`src/rtl/lsb_pkg.sv`:
```
// lsb_pkg: shared types and helpers for the loop stream buffer.
//   lsb_state_e : controller states (IDLE, CAPTURE, REPLAY)
//   OPC_*       : RISC-V major opcodes for control-flow instructions
//   is_ctrl()   : 1 when an opcode redirects control flow
package lsb_pkg;

  typedef enum logic [1:0] {
    IDLE    = 2'd0,
    CAPTURE = 2'd1,
    REPLAY  = 2'd2
  } lsb_state_e;

  localparam logic [6:0] OPC_BRANCH = 7'b1100011;
  localparam logic [6:0] OPC_JAL    = 7'b1101111;
  localparam logic [6:0] OPC_JALR   = 7'b1100111;

  // Classify an opcode as a control-flow instruction
  function automatic logic is_ctrl(input logic [6:0] opcode);
    logic ctrl_s;
    case (opcode)
      OPC_BRANCH, OPC_JAL, OPC_JALR: ctrl_s = 1'b1;
      default:                       ctrl_s = 1'b0;
    endcase
    return ctrl_s;
  endfunction

endpackage

```
`src/rtl/lsb_store.sv`:
```
// lsb_store: DEPTH x ILEN simple dual-port instruction store.
//   clk, reset         : clock, asynchronous active-low reset (read register only)
//   wr_en/wr_addr/wr_data : synchronous write port
//   rd_en/rd_addr      : synchronous read request
//   rd_data            : read data, one cycle after rd_en; holds while rd_en=0
module lsb_store
  import lsb_pkg::*;
#(
  parameter int DEPTH  = 16,
  parameter int ILEN   = 32,
  parameter int ADDR_W = $clog2(DEPTH)
) (
  input  logic              clk,
  input  logic              reset,
  input  logic              wr_en,
  input  logic [ADDR_W-1:0] wr_addr,
  input  logic [ILEN-1:0]   wr_data,
  input  logic              rd_en,
  input  logic [ADDR_W-1:0] rd_addr,
  output logic [ILEN-1:0]   rd_data
);

  logic [ILEN-1:0] mem_r [DEPTH];

  // Array write; contents are not reset
  always_ff @(posedge clk) begin
    if (wr_en) begin
      mem_r[wr_addr] <= wr_data;
    end
  end

  // Read register; holding it while rd_en=0 is what freezes the replay stream on stall
  always_ff @(posedge clk or negedge reset) begin
    if (!reset) begin
      rd_data <= {ILEN{1'b0}};
    end else if (rd_en) begin
      rd_data <= mem_r[rd_addr];
    end
  end

endmodule

```
`src/rtl/loop_stream_buffer.sv`:
```
// loop_stream_buffer: fetch-stage loop buffer. Detects a short backward
// B-type/JAL loop, captures its body on the next pass, then replays it with
// fetch blocked until mispredict or disable.
//   lb_enable, fetch_valid, fetch_pc, fetch_instr, branch_imm : fetch side
//   stall, mispredict : downstream hold / branch resolution
//   lb_active, lb_valid, lb_instr, lb_pc : replay stream (registered)
//   flush, resume_pc  : one-cycle exit pulse and fetch restart PC
//   replay_count      : completed iterations, saturating
// All outputs are registered, so flush/resume appear the cycle after the
// exit condition is sampled, together with lb_active=0 and lb_valid=0.
module loop_stream_buffer
  import lsb_pkg::*;
#(
  parameter int XLEN  = 32,
  parameter int ILEN  = 32,
  parameter int DEPTH = 16,
  localparam int ADDR_W = $clog2(DEPTH)
) (
  input  logic            clk,
  input  logic            reset,
  input  logic            lb_enable,
  input  logic            fetch_valid,
  input  logic [XLEN-1:0] fetch_pc,
  input  logic [ILEN-1:0] fetch_instr,
  input  logic [XLEN-1:0] branch_imm,
  input  logic            stall,
  input  logic            mispredict,
  output logic            lb_active,
  output logic            lb_valid,
  output logic [ILEN-1:0] lb_instr,
  output logic [XLEN-1:0] lb_pc,
  output logic            flush,
  output logic [XLEN-1:0] resume_pc,
  output logic [15:0]     replay_count
);

  localparam logic [XLEN-1:0]   PC_STEP  = XLEN'(4);
  localparam logic [ADDR_W-1:0] PTR_ZERO = ADDR_W'(0);
  localparam logic [ADDR_W-1:0] PTR_ONE  = ADDR_W'(1);

  lsb_state_e        state_r, state_nx_s;
  logic [XLEN-1:0]   br_pc_r, tgt_pc_r, lb_pc_r, resume_pc_r;
  logic [ADDR_W-1:0] last_idx_r, wr_ptr_r, out_idx_r, rd_ptr_r;
  logic [15:0]       replay_count_r;
  logic              lb_active_r, lb_valid_r, flush_r;

  logic [6:0]        opcode_s;
  logic [XLEN-1:0]   neg_imm_s, exp_pc_s, next_pc_s;
  logic              candidate_s, at_br_s, cap_bad_s, wrap_s;
  logic              cap_start_s, cap_wr_s, rep_start_s, rep_adv_s, exit_mp_s, exit_dis_s;
  logic              rd_en_s;
  logic [ADDR_W-1:0] rd_addr_s, wr_addr_s;

  assign opcode_s  = fetch_instr[6:0];
  assign neg_imm_s = -branch_imm;
  // N-1 = (-imm)>>2 must fit in the entry index range
  assign candidate_s = fetch_valid && ((opcode_s == OPC_BRANCH) || (opcode_s == OPC_JAL)) &&
                       branch_imm[XLEN-1] && ((neg_imm_s >> 2) < XLEN'(DEPTH));

  assign exp_pc_s  = tgt_pc_r + {{(XLEN-ADDR_W-2){1'b0}}, wr_ptr_r, 2'b00};
  assign at_br_s   = (fetch_pc == br_pc_r);
  // The last slot must be the branch itself; anything else means the body never closed
  assign cap_bad_s = (fetch_pc != exp_pc_s) || (is_ctrl(opcode_s) && !at_br_s) ||
                     ((wr_ptr_r == last_idx_r) && !at_br_s);

  assign wrap_s    = (out_idx_r == last_idx_r);
  assign next_pc_s = wrap_s ? tgt_pc_r : (lb_pc_r + PC_STEP);

  // State register
  always_ff @(posedge clk or negedge reset) begin
    if (!reset) begin
      state_r <= IDLE;
    end else begin
      state_r <= state_nx_s;
    end
  end

  // Next-state and control strobes
  always_comb begin
    state_nx_s  = state_r;
    cap_start_s = 1'b0;
    cap_wr_s    = 1'b0;
    rep_start_s = 1'b0;
    rep_adv_s   = 1'b0;
    exit_mp_s   = 1'b0;
    exit_dis_s  = 1'b0;
    case (state_r)
      IDLE: begin
        if (candidate_s && lb_enable) begin
          state_nx_s  = CAPTURE;
          cap_start_s = 1'b1;
        end else begin
          state_nx_s = IDLE;
        end
      end
      CAPTURE: begin
        if (mispredict || !lb_enable) begin
          state_nx_s = IDLE;
        end else if (fetch_valid) begin
          if (cap_bad_s) begin
            state_nx_s = IDLE;
          end else begin
            cap_wr_s = 1'b1;
            if (at_br_s) begin
              rep_start_s = 1'b1;
              state_nx_s  = REPLAY;
            end else begin
              state_nx_s = CAPTURE;
            end
          end
        end else begin
          state_nx_s = CAPTURE;
        end
      end
      REPLAY: begin
        if (mispredict) begin
          exit_mp_s  = 1'b1;
          state_nx_s = IDLE;
        end else if (!lb_enable) begin
          exit_dis_s = 1'b1;
          state_nx_s = IDLE;
        end else begin
          rep_adv_s  = !stall;
          state_nx_s = REPLAY;
        end
      end
      default: begin
        state_nx_s = IDLE;
      end
    endcase
  end

  assign wr_addr_s = at_br_s ? last_idx_r : wr_ptr_r;
  assign rd_en_s   = rep_start_s || rep_adv_s;
  assign rd_addr_s = rep_start_s ? PTR_ZERO : rd_ptr_r;

  lsb_store #(.DEPTH(DEPTH), .ILEN(ILEN), .ADDR_W(ADDR_W)) u_store (
    .clk     (clk),
    .reset   (reset),
    .wr_en   (cap_wr_s),
    .wr_addr (wr_addr_s),
    .wr_data (fetch_instr),
    .rd_en   (rd_en_s),
    .rd_addr (rd_addr_s),
    .rd_data (lb_instr)
  );

  // Loop geometry, pointers and the registered replay/exit outputs
  always_ff @(posedge clk or negedge reset) begin
    if (!reset) begin
      br_pc_r        <= {XLEN{1'b0}};
      tgt_pc_r       <= {XLEN{1'b0}};
      last_idx_r     <= PTR_ZERO;
      wr_ptr_r       <= PTR_ZERO;
      out_idx_r      <= PTR_ZERO;
      rd_ptr_r       <= PTR_ZERO;
      lb_pc_r        <= {XLEN{1'b0}};
      resume_pc_r    <= {XLEN{1'b0}};
      replay_count_r <= 16'h0000;
      lb_active_r    <= 1'b0;
      lb_valid_r     <= 1'b0;
      flush_r        <= 1'b0;
    end else begin
      if ((state_r == IDLE) && candidate_s) begin
        br_pc_r    <= fetch_pc;
        tgt_pc_r   <= fetch_pc + branch_imm;
        last_idx_r <= neg_imm_s[ADDR_W+1:2];
      end
      if (cap_start_s) begin
        wr_ptr_r       <= PTR_ZERO;
        replay_count_r <= 16'h0000;
      end else if (cap_wr_s) begin
        wr_ptr_r <= wr_ptr_r + PTR_ONE;
      end
      if (rep_start_s) begin
        out_idx_r   <= PTR_ZERO;
        rd_ptr_r    <= (last_idx_r == PTR_ZERO) ? PTR_ZERO : PTR_ONE;
        lb_pc_r     <= tgt_pc_r;
        lb_active_r <= 1'b1;
        lb_valid_r  <= 1'b1;
      end else if (rep_adv_s) begin
        out_idx_r <= wrap_s ? PTR_ZERO : (out_idx_r + PTR_ONE);
        rd_ptr_r  <= (rd_ptr_r == last_idx_r) ? PTR_ZERO : (rd_ptr_r + PTR_ONE);
        lb_pc_r   <= next_pc_s;
        if (wrap_s && (replay_count_r != 16'hFFFF)) begin
          replay_count_r <= replay_count_r + 16'h0001;
        end
      end
      if (exit_mp_s || exit_dis_s) begin
        lb_active_r <= 1'b0;
        lb_valid_r  <= 1'b0;
      end
      // A stalled entry was not consumed, so it is where fetch must restart
      if (exit_mp_s) begin
        resume_pc_r <= br_pc_r + PC_STEP;
      end else if (exit_dis_s) begin
        resume_pc_r <= stall ? lb_pc_r : next_pc_s;
      end
      flush_r <= exit_mp_s || exit_dis_s;
    end
  end

  assign lb_active    = lb_active_r;
  assign lb_valid     = lb_valid_r;
  assign lb_pc        = lb_pc_r;
  assign flush        = flush_r;
  assign resume_pc    = resume_pc_r;
  assign replay_count = replay_count_r;

endmodule

```
`config.mk`:
```
export PLATFORM = sky130hd
export DESIGN_NAME = loop_stream_buffer
export DESIGN_NICKNAME = d
export VERILOG_FILES = /design/src/rtl/lsb_pkg.sv /design/src/rtl/lsb_store.sv /design/src/rtl/loop_stream_buffer.sv
export SDC_FILE = /design/constraint.sdc
export NUM_CORES = 1
export LEC_CHECK = 0
export ABC_CLOCK_PERIOD_IN_PS = 7200
export CORE_MARGIN = 4
export CORE_UTILIZATION = 50
export DETAILED_ROUTE_END_ITERATION = 8
export HOLD_SLACK_MARGIN = 0.1
export PLACE_DENSITY = 0.72
export SLEW_MARGIN = 20
export SYNTH_ARGS = -nofsm -noshare
export SYNTH_HDL_FRONTEND = slang
export SYNTH_HIERARCHICAL = 1
export SYNTH_SLANG_ARGS = --single-unit
```
`constraint.sdc`:
```
create_clock -name clk -period 7.2 [get_ports clk]
set_input_delay 0.72 -clock clk [delete_from_list [all_inputs] [get_ports clk]]
set_output_delay 0.72 -clock clk [all_outputs]
set_load 0.005 [all_outputs]
```
Word-level counts from Yosys, hierarchy flattened. Memory sizes are Yosys's and may differ from the RTL's. A register that Yosys moved wholly into a read port is not among the register bits. Index checks and enable logic that the tools add are counted.

Output and inout port bits: 115. RAM bits: 512. Word-level logic and storage cells: 112. Bits in registers: 164. Input bits: 102. Memories: 1.

Add/sub/neg operators: 9. Reduce and logical (&&, ||, !) cells: 25. Equal/unequal tests: 11. Muxes and demuxes: 53. $lt $le $gt $ge: 1.

Memories: u_store.mem_r (depth 16, bits a word 32, rd ports 1, clocked after memory_dff 1, wr ports 1, RTL line lsb_store.sv:23) `logic [ILEN-1:0] mem_r [DEPTH];`.

Operators with widths (count): 2-to-1 mux 32 bit (6); adder 32 x 3 -> 32 bit (second input constant) (2); 2-to-1 mux 16 bit (4); 2-to-1 mux 4 bit (10); adder 32 bit (1); adder 32 x 6 -> 32 bit (1); equality test 32 bit (1); inequality test 32 bit (1); negation 32 bit (1); less-than comparator 30 x 5 -> 1 bit (second input constant) (1); 2-to-1 mux 1 bit (26); equality test 7 bit (second input constant) (3); adder 16 x 1 -> 16 bit (second input constant) (1); inequality test 16 bit (second input constant) (1); adder 4 x 1 -> 4 bit (second input constant) (3); equality test 4 bit (3); 2-to-1 mux 2 bit (6); logical AND 1 bit (8); nonzero test 2 bit (4); logical OR 1 bit (6); case mux 2 bit (3 select lines) (1); zero test 1 bit (4); zero test 4 bit (1); OR reduction 3 bit (1); other kinds (3) (3).

Longest topological paths before layout.
Depth in word-level cells: 12. Mapped depth: 17. Mapped depth without buffers: 13.

Hierarchy. The synthesis kept the hierarchy.

Modules (own cells, without submodules): lsb_store (sequential area each 16175.5 sq um, times used 1, area an instance 20788.7 sq um, cells each 876); loop_stream_buffer (sequential area each 4103.9 sq um, times used 1, area an instance 12284.3 sq um, cells each 1534).

Least setup slack after synthesis. No wires, ideal clock.

Path type: reg2reg. Start: register wr_ptr_r[0]. End: memory u_store.mem_r[0][0] (enable). Arrival time: 5.780 ns. Required time: 6.739 ns. Library setup time: 0.461 ns. Buffers on the path: 0. Period minus slack after synthesis: 6.241 ns. Path slack: 0.959 ns. Cell stages (with the launch flop): 13. Cells stage by stage: dfrtp_1 > ha_1 > fa_1 > a211oi_1 > nor2_1 > and4_4 > xnor2_1 > a211oi_2 > o2111ai_1 > or4b_4 > nor2_1 > or3b_2 > nor3_1.

Cells in the longest elaborated chain, start to end: 10. Elaborated cells between the ends (all ways): 13. Those cells by class: add/sub (1); eq/ne (2); mux (7); reduce/logical (3).

Ends and longest elaborated chain: from (decl) (RTL line loop_stream_buffer.sv:43) `logic [ADDR_W-1:0] last_idx_r, wr_ptr_r, out_idx_r, rd_ptr_r;`; from (signal assigned) (RTL line loop_stream_buffer.sv:173) `wr_ptr_r <= wr_ptr_r + PTR_ONE;`; adder 32 x 6 -> 32 bit (RTL line loop_stream_buffer.sv:60) `assign exp_pc_s = tgt_pc_r + {{(XLEN-ADDR_W-2){1'b0}}, wr_ptr_r, 2'b00};`; inequality test 32 bit (RTL line loop_stream_buffer.sv:63) `assign cap_bad_s = (fetch_pc != exp_pc_s) || (is_ctrl(opcode_s) && !at_br_s) ||`; logical OR 1 bit (RTL line loop_stream_buffer.sv:63); logical OR 1 bit * (RTL line loop_stream_buffer.sv:63); 2-to-1 mux 1 bit * (RTL line loop_stream_buffer.sv:100) `if (cap_bad_s) begin`; 2-to-1 mux 1 bit * (RTL line loop_stream_buffer.sv:99) `end else if (fetch_valid) begin`; 2-to-1 mux 1 bit * (RTL line loop_stream_buffer.sv:97) `if (mispredict || !lb_enable) begin`; 2-to-1 mux 1 bit * (RTL line loop_stream_buffer.sv:87) `case (state_r)`; net cap_wr_s (RTL line loop_stream_buffer.sv:50) `logic cap_start_s, cap_wr_s, rep_start_s, rep_adv_s, exit_mp_s, exit_dis_s;`; 2-to-1 mux 1 bit * (RTL line lsb_store.sv:27) `if (wr_en) begin`; 2-to-1 mux 1 bit (implied by the code) * (RTL line lsb_store.sv:28) `mem_r[wr_addr] <= wr_data;`; to (decl) (RTL line lsb_store.sv:23).

Mark *: on every way through the listed nets, which the timed path passes. The rest lies on a longest branch.

Final worst setup path.
Start: register tgt_pc_r[2]. End: register u_store.rd_data[30], read port of u_store.mem_r.

Cells in the longest elaborated chain, start to end: 9. Elaborated cells between the ends (all ways): 10. Those cells by class: add/sub (1); eq/ne (1); mux (5); reduce/logical (3).

Ends and longest elaborated chain: from (decl) (RTL line loop_stream_buffer.sv:42) `logic [XLEN-1:0] br_pc_r, tgt_pc_r, lb_pc_r, resume_pc_r;`; from (signal assigned) (RTL line loop_stream_buffer.sv:152) `tgt_pc_r <= {XLEN{1'b0}};`; from (signal assigned) (RTL line loop_stream_buffer.sv:166) `tgt_pc_r <= fetch_pc + branch_imm;`; adder 32 x 6 -> 32 bit (RTL line loop_stream_buffer.sv:60); inequality test 32 bit (RTL line loop_stream_buffer.sv:63); logical OR 1 bit (2 in series) (RTL line loop_stream_buffer.sv:63); 2-to-1 mux 1 bit (RTL line loop_stream_buffer.sv:100); 2-to-1 mux 1 bit (RTL line loop_stream_buffer.sv:99); 2-to-1 mux 1 bit (RTL line loop_stream_buffer.sv:97); 2-to-1 mux 1 bit (RTL line loop_stream_buffer.sv:87); 2-to-1 mux 4 bit (RTL line loop_stream_buffer.sv:135) `assign rd_addr_s = rep_start_s ? PTR_ZERO : rd_ptr_r;`; net rd_addr_s[3] (RTL line loop_stream_buffer.sv:52) `logic [ADDR_W-1:0] rd_addr_s, wr_addr_s;`; to (decl) (RTL line lsb_store.sv:20) `output logic [ILEN-1:0] rd_data`.

The timed path passes the listed nets, and every way through them passes these cells. A chain may end at the register's enable or synchronous reset.

==> impl_metrics.tcl <==
set metrics [dict create \
    outcome "finished clean" \
    rsz0062_at_grt "no" \
    period_minus_slack_ns 5.722 \
    reg2reg_from "tgt_pc_r[2]" \
    final_cell_area_mm2 0.03855 \
    gp_congestion 0.9549 \
    ctsHoldBuffers 0 \
    core_area_mm2 0.06563 \
    drive_gt1_share_pct 13.93 \
    reg2reg_depth 14 \
    cts_buffer_depth 3 \
    hold_path_class "input port to async pin" \
    yosysTopAreaCellShare_pct 46.49 \
    grt_pass1_vias 21730 \
    end_kind "register" \
    cts_root_buf "clkbuf_16" \
    grt_pass1_wl_mm 134.5 \
    fp-row-count 94 \
    p_per_area_mw_per_mm2 225.7 \
    required_ns 7.67 \
    cts.sinks 708 \
    post_cts_buffers 0 \
    syn_avg_cell_area_um2 13.72 \
    cts_resized 0 \
    synth_area_mm2 0.03307 \
    syn_inst 2410 \
    path_common_cell "a211oi_1" \
    regArea_mm2 0.02028 \
    yosys.area.top_type "edfxtp_1" \
    grtUsageTotal_pct 24.88 \
    die_area_mm2 0.07033 \
    syn_to_final_growth_pct 16.56 \
    synth_edf_count 512 \
    cell_internal_pwr_mw 6.842 \
    cp_cell_sequence "ha_1, fa_1, a211oi_1, nor2_1, and4_4, a211oi_1, a211oi_2, o2111ai_1, nor4_4, buf_4, nor2b_4, nand2b_2, o22ai_1, a221oi_2" \
    drt_first_pass_iters 6 \
    max_slew_margin_pct 22.12 \
    grt_max_degree 97 \
    fin_setup_tns_ns 0 \
    sw_frac_of_total_pct 21.37 \
    dr.first_iter.drc_count 2733 \
    ys_types 84 \
    htree_levels 3 \
    nets 2741 \
    wl_per_cell_um 25.17 \
    synth_seq_cells 708 \
    dpl_cell_area_mm2 0.03597 \
    multi_input_area_mm2 0.01204 \
    slowest_delay_ns 0.89 \
    antenna_found_initial 3 \
    synth.most_common_cell "edfxtp_1" \
    port_buffers 216 \
    io_pins 217 \
    wl_mm 88.69 \
    worst_slack_ns 1.478 \
    synth_nets 2555 \
    power_frac_seq_pct 50.3 \
    setup_viol_count_final 0 \
    drc_errors 0 \
    whs_ns 0.1523 \
    total_switching_power_mw 1.859 \
    synthFlopType "edfxtp_1" \
    tritoncts.num_buffers 75 \
    fp.dieW_um 265.2 \
    ys_top_cells_by_area "edfxtp_1 (46%), dfrtp_1 (15%), mux4_2 (8.2%), nand2_1 (3.2%), xnor2_1 (2.6%)" \
    finalHoldViolations 0 \
    max_cap_violations 0 \
    place_hpwl_mm 58.60 \
    ff2ff_setup_slack_ns 1.48 \
    crit_type "register to register" \
    async_flop_share_pct 27.68 \
    cts_tree "yes" \
    critPathLaunchType "register" \
    worstMarginPinSlew_ns 1.168 \
    crit_fanout 32 \
    slew_viol_final 0 \
    vias_per_cell 6.286 \
    crit_path_top_delay_cell "nand2b_2" \
    ir_drop_uv 190.2 \
    worstPathArrival_ns 6.19 \
    ys_warn_count 6 \
    power.leakage_nw 13.57 \
    synth.top_cells.by_count "edfxtp_1 (512), nand2_1 (279), dfrtp_1 (196), o21ai_0 (146), nor2_1 (138)" \
    start_util_pct 50.39 \
    pre_cts_slack_ns 1.300 \
    clkLatencyLatePin_ns 0.64 \
    skew_ns 0.03248 \
    drtAntennaViolNets 0 \
    vias 22147 \
    finalCritPeriodShare_pct 79.47 \
    die_height_um 265.2 \
    fmax_ghz 0.1748 \
    power_frac_comb_pct 4.1 \
    fill_cells 5003 \
    clkSlewWorstSetupHoldPaths_ns 0.06 \
    timing.rr.end "u_store/rd_data[30]" \
    overflow 0 \
    synth-seq-area-share_pct 61.32 \
    p_clk_share_pct 45.6 \
]
[power groups by stage]
stage	Sequential (mW)	Combinational, mW	Clock [mW]
after detailed placement	4.46	0.350	0
after global routing	4.38	0.388	4.21
final	4.38	0.356	3.96
after floorplan	4.46	0.159	0
after global placement	4.46	0.343	0
after CTS	4.38	0.352	4.02
[worst max-delay path, delay by kind of cell (launching register included)]
family | cells | cell delay (ns)
adder cells (fa/ha/maj) | 2 | 0.72
flip-flops | 1 | 0.49
AO/OA/AOI/OAI | 6 | 1.92
buffers and inverters | 1 | 0.20
AND/OR/NAND/NOR | 5 | 2.19
[cell type report]
class	count	area share, %
Tap cell	864	2.804
Inverter	20	0.1980
Clock buffer	103	5.430
Clock inverter	35	1.230
Antenna cell	2	0.01298
Sequential cell	708	52.61
Multi-Input combinational cell	1536	31.22
Timing Repair Buffer	255	6.498
[layout by cell type (no fill, tap or decap), types with 59 or more instances in the layout]
cell and count:
clkdlybuf4s50_1 214, clkbuf_16 76, nand3_1 63, o21ai_0 146, a21oi_1 76, dfrtp_1 196, xor2_1 59, mux4_2 120
xnor2_1 98, edfxtp_1 512, nand2_1 279, nor2_1 125
[stage by stage]
stage | cells | total power, mW | utilization, %
2_1_floorplan | 2410 | 4.623 | -
3_3_place_gp | 3383 | 4.806 | 54.81
3_5_place_dp | 3383 | 4.813 | 54.81
4_1_cts | 3521 | 8.751 | 58.72
5_1_grt | 3523 | 8.976 | 58.74
6_report | 3523 | 8.701 | 58.74
[layer usage]
layer  global-route usage, %  routed length (um)  up-vias  share of wire (%)
li1                        -                   -     9670                  -
met1                   37.65               37840    11150                 43
met2                   37.56               40360     1177                 46
met3                   4.098                8216      150                9.3
met4                   7.553                2272        0                2.6
met5                       0                   0        -                  0
[sequential cells by signal, indices dropped and copies added, names as in the netlist, 16 cells and up]
| name | cells |
|---|---|
| lb_pc | 32 |
| u_store/rd_data | 32 |
| replay_count | 16 |
| resume_pc | 32 |
| u_store/mem_r | 512 |
| tgt_pc_r | 32 |
| br_pc_r | 32 |
[cell families after synthesis]
family	share of synthesized area [%]
AOI/OAI and AO/OA	9.821
xor gates and xnor gates	4.158
adders and majority gates	1.672
buffers and inverters	2.800
DFF	61.32
muxes	10.40
and+or+nand+nor	9.836
[how the worst max path moves through the flow]
stage	from	endpoint	slack, ns	cells past startpoint
finish	tgt_pc_r[2]	u_store/rd_data[30]	1.48	14
global route	tgt_pc_r[2]	u_store/rd_data[10]	1.27	15
CTS	tgt_pc_r[2]	u_store/rd_data[30]	1.51	14
detailed placement	fetch_pc[19]	u_store/mem_r[3][18]	1.30	12
global placement	fetch_pc[19]	u_store/mem_r[3][15]	1.35	12
floorplan	wr_ptr_r[0]	u_store/mem_r[0][0]	0.96	12
Note: power is estimated with default switching activity, not from simulation.
